`src/rtl/reg_file_pkg.sv`:
```
// Shared constants for the MIPS register file: special register indices,
// instruction field positions and default widths.
package reg_file_pkg;

  localparam int DATA_W_DEF = 32;
  localparam int ADDR_W_DEF = 5;

  localparam int REG_ZERO = 0;
  localparam int REG_RA   = 31;

  localparam int RS_HI = 25;
  localparam int RS_LO = 21;
  localparam int RT_HI = 20;
  localparam int RT_LO = 16;
  localparam int RD_HI = 15;
  localparam int RD_LO = 11;

  localparam int FIELD_W = RS_HI - RS_LO + 1;

  // Register-index field whose top bit sits at position hi.
  function automatic logic [FIELD_W-1:0] reg_field(input logic [31:0] instr, input int hi);
    return instr[hi -: FIELD_W];
  endfunction

endpackage

```
`src/rtl/reg_wsel.sv`:
```
// Write-back target select: picks the destination index and value for the
// single write port (link overrides both the rd/rt choice and the data).
module reg_wsel
  import reg_file_pkg::*;
#(
  parameter int DATA_W   = DATA_W_DEF,
  parameter int ADDR_W   = ADDR_W_DEF,
  parameter int LINK_REG = REG_RA
) (
  input  logic              link,
  input  logic              reg_dst,
  input  logic [ADDR_W-1:0] rt,
  input  logic [ADDR_W-1:0] rd,
  input  logic [31:0]       link_pc,
  input  logic [DATA_W-1:0] write_data,
  output logic [ADDR_W-1:0] waddr,
  output logic [DATA_W-1:0] wdata
);

  always_comb begin
    waddr = reg_dst ? rd : rt;
    wdata = write_data;
    if (link) begin
      waddr = ADDR_W'(LINK_REG);
      wdata = DATA_W'(link_pc);
    end
  end

endmodule

```
`src/rtl/reg_file.sv`:
```
// Architectural register file: two combinational read ports, one clocked
// write-back port. Define REG_FILE_BYPASS_EN for same-cycle write-through reads.
module reg_file
  import reg_file_pkg::*;
#(
  parameter int DATA_W   = DATA_W_DEF,
  parameter int ADDR_W   = ADDR_W_DEF,
  parameter int LINK_REG = REG_RA
) (
  input  logic              clk,
  input  logic              rst,
  input  logic [31:0]       instruction,
  input  logic [31:0]       link_pc,
  input  logic              RegWrite,
  input  logic              RegDst,
  input  logic              Link,
  input  logic [DATA_W-1:0] WriteData,
  output logic [DATA_W-1:0] rdata1,
  output logic [DATA_W-1:0] rdata2,
  output logic [ADDR_W-1:0] waddr_dbg,
  output logic [31:0]       wcount
);

  localparam int NREG = 1 << ADDR_W;

  logic [ADDR_W-1:0] rs, rt, rd;
  logic [ADDR_W-1:0] waddr;
  logic [DATA_W-1:0] wdata;
  logic              commit;
  logic [DATA_W-1:0] regs [NREG];

  // Opcode, shamt and funct belong to the decoder, not to this block.
  logic unused_instr_bits;
  assign unused_instr_bits = ^{instruction[31:RS_HI+1], instruction[RD_LO-1:0]};

  assign rs = ADDR_W'(reg_field(instruction, RS_HI));
  assign rt = ADDR_W'(reg_field(instruction, RT_HI));
  assign rd = ADDR_W'(reg_field(instruction, RD_HI));

  reg_wsel #(
    .DATA_W   (DATA_W),
    .ADDR_W   (ADDR_W),
    .LINK_REG (LINK_REG)
  ) u_wsel (
    .link       (Link),
    .reg_dst    (RegDst),
    .rt         (rt),
    .rd         (rd),
    .link_pc    (link_pc),
    .write_data (WriteData),
    .waddr      (waddr),
    .wdata      (wdata)
  );

  // $0 is hard-wired: a write aimed at it never commits, so regs[0] stays 0.
  assign commit = RegWrite && (waddr != ADDR_W'(REG_ZERO));

  always_ff @(posedge clk or posedge rst) begin
    if (rst) begin
      for (int i = 0; i < NREG; i++) begin
        regs[i] <= '0;
      end
      waddr_dbg <= '0;
      wcount    <= '0;
    end else if (commit) begin
      regs[waddr] <= wdata;
      waddr_dbg   <= waddr;
      wcount      <= wcount + 32'd1;
    end
  end

  always_comb begin
    rdata1 = (rs == ADDR_W'(REG_ZERO)) ? '0 : regs[rs];
    rdata2 = (rt == ADDR_W'(REG_ZERO)) ? '0 : regs[rt];
`ifdef REG_FILE_BYPASS_EN
    // Forward the pending write; suppressed in reset since it will not land.
    if (commit && !rst && (rs == waddr)) rdata1 = wdata;
    if (commit && !rst && (rt == waddr)) rdata2 = wdata;
`endif
  end

endmodule

```
`config.mk`:
```
export PLATFORM = sky130hd
export DESIGN_NAME = reg_file
export DESIGN_NICKNAME = d
export VERILOG_FILES = /design/src/rtl/reg_file_pkg.sv /design/src/rtl/reg_wsel.sv /design/src/rtl/reg_file.sv
export SDC_FILE = /design/constraint.sdc
export NUM_CORES = 2
export LEC_CHECK = 0
export ABC_CLOCK_PERIOD_IN_PS = 40700
export CAP_MARGIN = 20
export CORE_UTILIZATION = 30
export CTS_CLUSTER_SIZE = 25
export DETAILED_ROUTE_END_ITERATION = 7
export PLACE_DENSITY_LB_ADDON = 0.2
export SETUP_SLACK_MARGIN = 0.1
export SYNTH_ARGS = -nofsm -noshare
export SYNTH_HDL_FRONTEND = slang
export SYNTH_SLANG_ARGS = --single-unit
```
`constraint.sdc`:
```
create_clock -name clk -period 40.7 [get_ports clk]
set_input_delay 6.105 -clock clk [delete_from_list [all_inputs] [get_ports clk]]
set_output_delay 6.105 -clock clk [all_outputs]
set_load 0.01 [all_outputs]
```
==> impl_metrics.env <==
export IMPL_avgSynthCellArea_sq_um=10.9
export IMPL_layout_common_cells="dfrtp_1, a21oi_1, nor2_1"
export IMPL_synth_main_ff_cell="dfrtp_1"
export IMPL_synth_distinct_cells=60
export IMPL_detailed_place_area_sq_mm=0.0580
export IMPL_cts_root_buf="clkbuf_16"
export IMPL_dr_pass1_iters=5
export IMPL_rows=155
export IMPL_nNetsFinal=4942
export IMPL_dp_hpwl_microns=114000
export IMPL_skew_ns=0.0253
export IMPL_synth_area_top_cells="dfrtp_1, mux4_2, a21oi_1, mux2i_1, nor2_1"
export IMPL_grtUsageTotal_pct=22.0
export IMPL_synth_top_area_share_pct=49.0
export IMPL_grt_pass1_vias=40500
export IMPL_grt_max_degree=148
export IMPL_cp_required_ns=34.59
export IMPL_gp_congestion=0.797
export IMPL_worstPathMaxFanout=47
export IMPL_placed_cells=7073
export IMPL_die_x_microns=427
export IMPL_drt_iter0_drc=3708
export IMPL_synth_seq_cells=1061
export IMPL_synthArstFlopShare_pct=100
export IMPL_hold_ws_ns=0.396
export IMPL_slew_headroom_pct=18.9
export IMPL_syn_to_final_growth_pct=14.8
export IMPL_power_mw=3.15
export IMPL_antenna_found_initial=6
export IMPL_fmax_mhz=54.8
export IMPL_cts_tree="done"
export IMPL_endpoint_kind="output pin"
export IMPL_slew_violations=0
export IMPL_syn_cell_area_sq_mm=0.0541
export IMPL_dieArea_sq_mm=0.182
export IMPL_post_cts_buffers=0
export IMPL_ctsHoldBuffers=0
export IMPL_synth_top_cell_by_area="dfrtp_1"
export IMPL_syn_instance_count=4945
export IMPL_clockBufferDepth=3
export IMPL_routed_via_density=5.50
export IMPL_peakVddDrop_v=0.0000330
export IMPL_status="finished, final reports clean"
export IMPL_post_route_drc_count=0
export IMPL_synth_nets=5047
export IMPL_die_h_microns=427
export IMPL_final_area_sq_mm=0.0622
export IMPL_power_leakage_nw=25.6
export IMPL_synth_edf_count=0
export IMPL_initial_core_util_pct=30.3
export IMPL_worstHoldPathType="flop to flop"
export IMPL_cpMostUsedCell="buf_4"
export IMPL_clkTransAtPathRegs_ns=0.06
export IMPL_cp_arrival_ns=12.13
export IMPL_cts_resized=0
export IMPL_tightest_slew_ns=1.22
export IMPL_rsz0062_at_grt="false"
export IMPL_io_buffers=184
export IMPL_cts_made_buffers=116
export IMPL_period_needed_ns=18.24
export IMPL_overflow=0
export IMPL_path_cells="buf_8 -> buf_4 -> buf_4 -> buf_4 -> buf_4 -> mux4_2 -> a22o_1 -> a2111oi_0 -> nor3_1 -> clkdlybuf4s50_1"
export IMPL_routed_wirelength_microns=201000
export IMPL_critical_path_buf_inv_count=6
export IMPL_crit_path_start_kind="primary input"
export IMPL_ant_nets=0
export IMPL_drive_gt1_share_pct=16.6
export IMPL_grt_pass1_wl_microns=292000
export IMPL_avgRoutedWirePerCell_microns=27.5
export IMPL_layout_cells_most_common="dfrtp_1"
export IMPL_p_per_area_mw_per_mm2=50.7
export IMPL_max_cap_violations=0
export IMPL_final_setup_worst_slack_ns=22.46
export IMPL_routed_via_count=40100
export IMPL_worstSkewPairLatency_ns=0.75
export IMPL_fin_util_pct=34.8
export IMPL_cts_sinks=1061
export IMPL_htreeDepth=3
export IMPL_final_cells=7293
export IMPL_worstSetupPathType="primary input to output pin"
export IMPL_finalSetupViolations=0
export IMPL_crit_family="buffers and inverters"
export IMPL_yosysWarnings=0
export IMPL_yosysSeqAreaShare_pct=49.0
export IMPL_crit_path_max_incr_delay_ns=0.87
export IMPL_core_area_sq_mm=0.179
export IMPL_finalHoldViolCount=0
export IMPL_finalSetupTns_ns=0
export IMPL_ios=202
export IMPL_pre_cts_slack_ns=22.37
export IMPL_cp_slowest_cell="buf_4"
export IMPL_finalCritPeriodShare_pct=44.8
==> where the power goes <==
part           switching, mW  internal, mW
Combinational          0.311         0.315
Sequential             0.148          1.25
Clock                  0.460         0.664
Total                  0.920          2.23
==> state kept, by name, summed over array words and instances (netlist names) <==
| name | count |
|---|---|
| regs | 1024 |
| wcount | 32 |
| waddr_dbg | 5 |
==> cell type report <==
type | count | area, sq um
multi-input cells | 3327 | 25600
repair buffers | 327 | 3010
diodes | 1 | 2.50
clock inverters | 38 | 500
flip-flops and latches | 1061 | 26600
inverters | 7 | 33.8
fillers | 18000 | 117000
clock buffers | 177 | 3540
well taps | 2355 | 2950
==> worst register-to-register path, delay by kind of cell (launching register included) <==
family	cells	cell delay, ns
compound gates	1	0.30
xor+xnor	1	0.16
flops	1	0.46
simple gates	3	0.89
==> cell families after synthesis <==
kind of cell	count (synthesis)	share of synthesized area, %
compound gates	1425	15.4
xor+xnor	31	0.502
fa+ha+maj	1	0.0231
buf+inv	557	4.47
flops	1061	49.0
mux	680	21.5
simple gates	1190	9.11
==> final timing paths <==
| kind | startpoint | to | slack [ns] | depth (start not counted) |
|---|---|---|---|---|
| min reg2reg | regs[1021]$_DFFE_PP0P_ | regs[1021]$_DFFE_PP0P_ | 0.40 | 0 |
| max in group asynchronous | rst | regs[740]$_DFFE_PP0P_ | 31.88 | 6 |
| max | instruction[21] | rdata1[26] | 22.46 | 10 |
| max reg2reg | wcount[6]$_DFFE_PP0P_ | wcount[31]$_DFFE_PP0P_ | 38.80 | 5 |
| min in group asynchronous | rst | regs[735]$_DFFE_PP0P_ | 5.87 | 2 |
| min | regs[1021]$_DFFE_PP0P_ | regs[1021]$_DFFE_PP0P_ | 0.40 | 0 |
==> per-layer routing <==
layer | routed length (microns) | global-route usage [%] | vias up
met5 | 0 | 0 | -
met4 | 6810 | 6.97 | 0
met3 | 10300 | 3.03 | 331
met2 | 96900 | 36.7 | 1215
met1 | 86500 | 29.5 | 20600
li1 | - | - | 17900
==> cells in the mapped netlist (all sizes together), types with 6 or more instances <==
| library cell | count |
|---|---|
| nor3b | 8 |
| o21ai | 433 |
| nand3 | 21 |
| nand4 | 13 |
| nor3 | 51 |
| a22o | 94 |
| xor2 | 12 |
| o22ai | 59 |
| nor2 | 592 |
| clkbuf | 325 |
| nand3b | 6 |
| a2111oi | 70 |
| buf | 225 |
| a22oi | 31 |
| nand2 | 446 |
| nor4 | 8 |
| and3 | 7 |
| or3 | 9 |
| a211oi | 58 |
| mux4 | 384 |
| mux2i | 291 |
| o221ai | 55 |
| dfrtp | 1061 |
| xnor2 | 19 |
| a21oi | 611 |
| and4 | 7 |
| inv | 7 |
(Power assumes the default switching activity.)
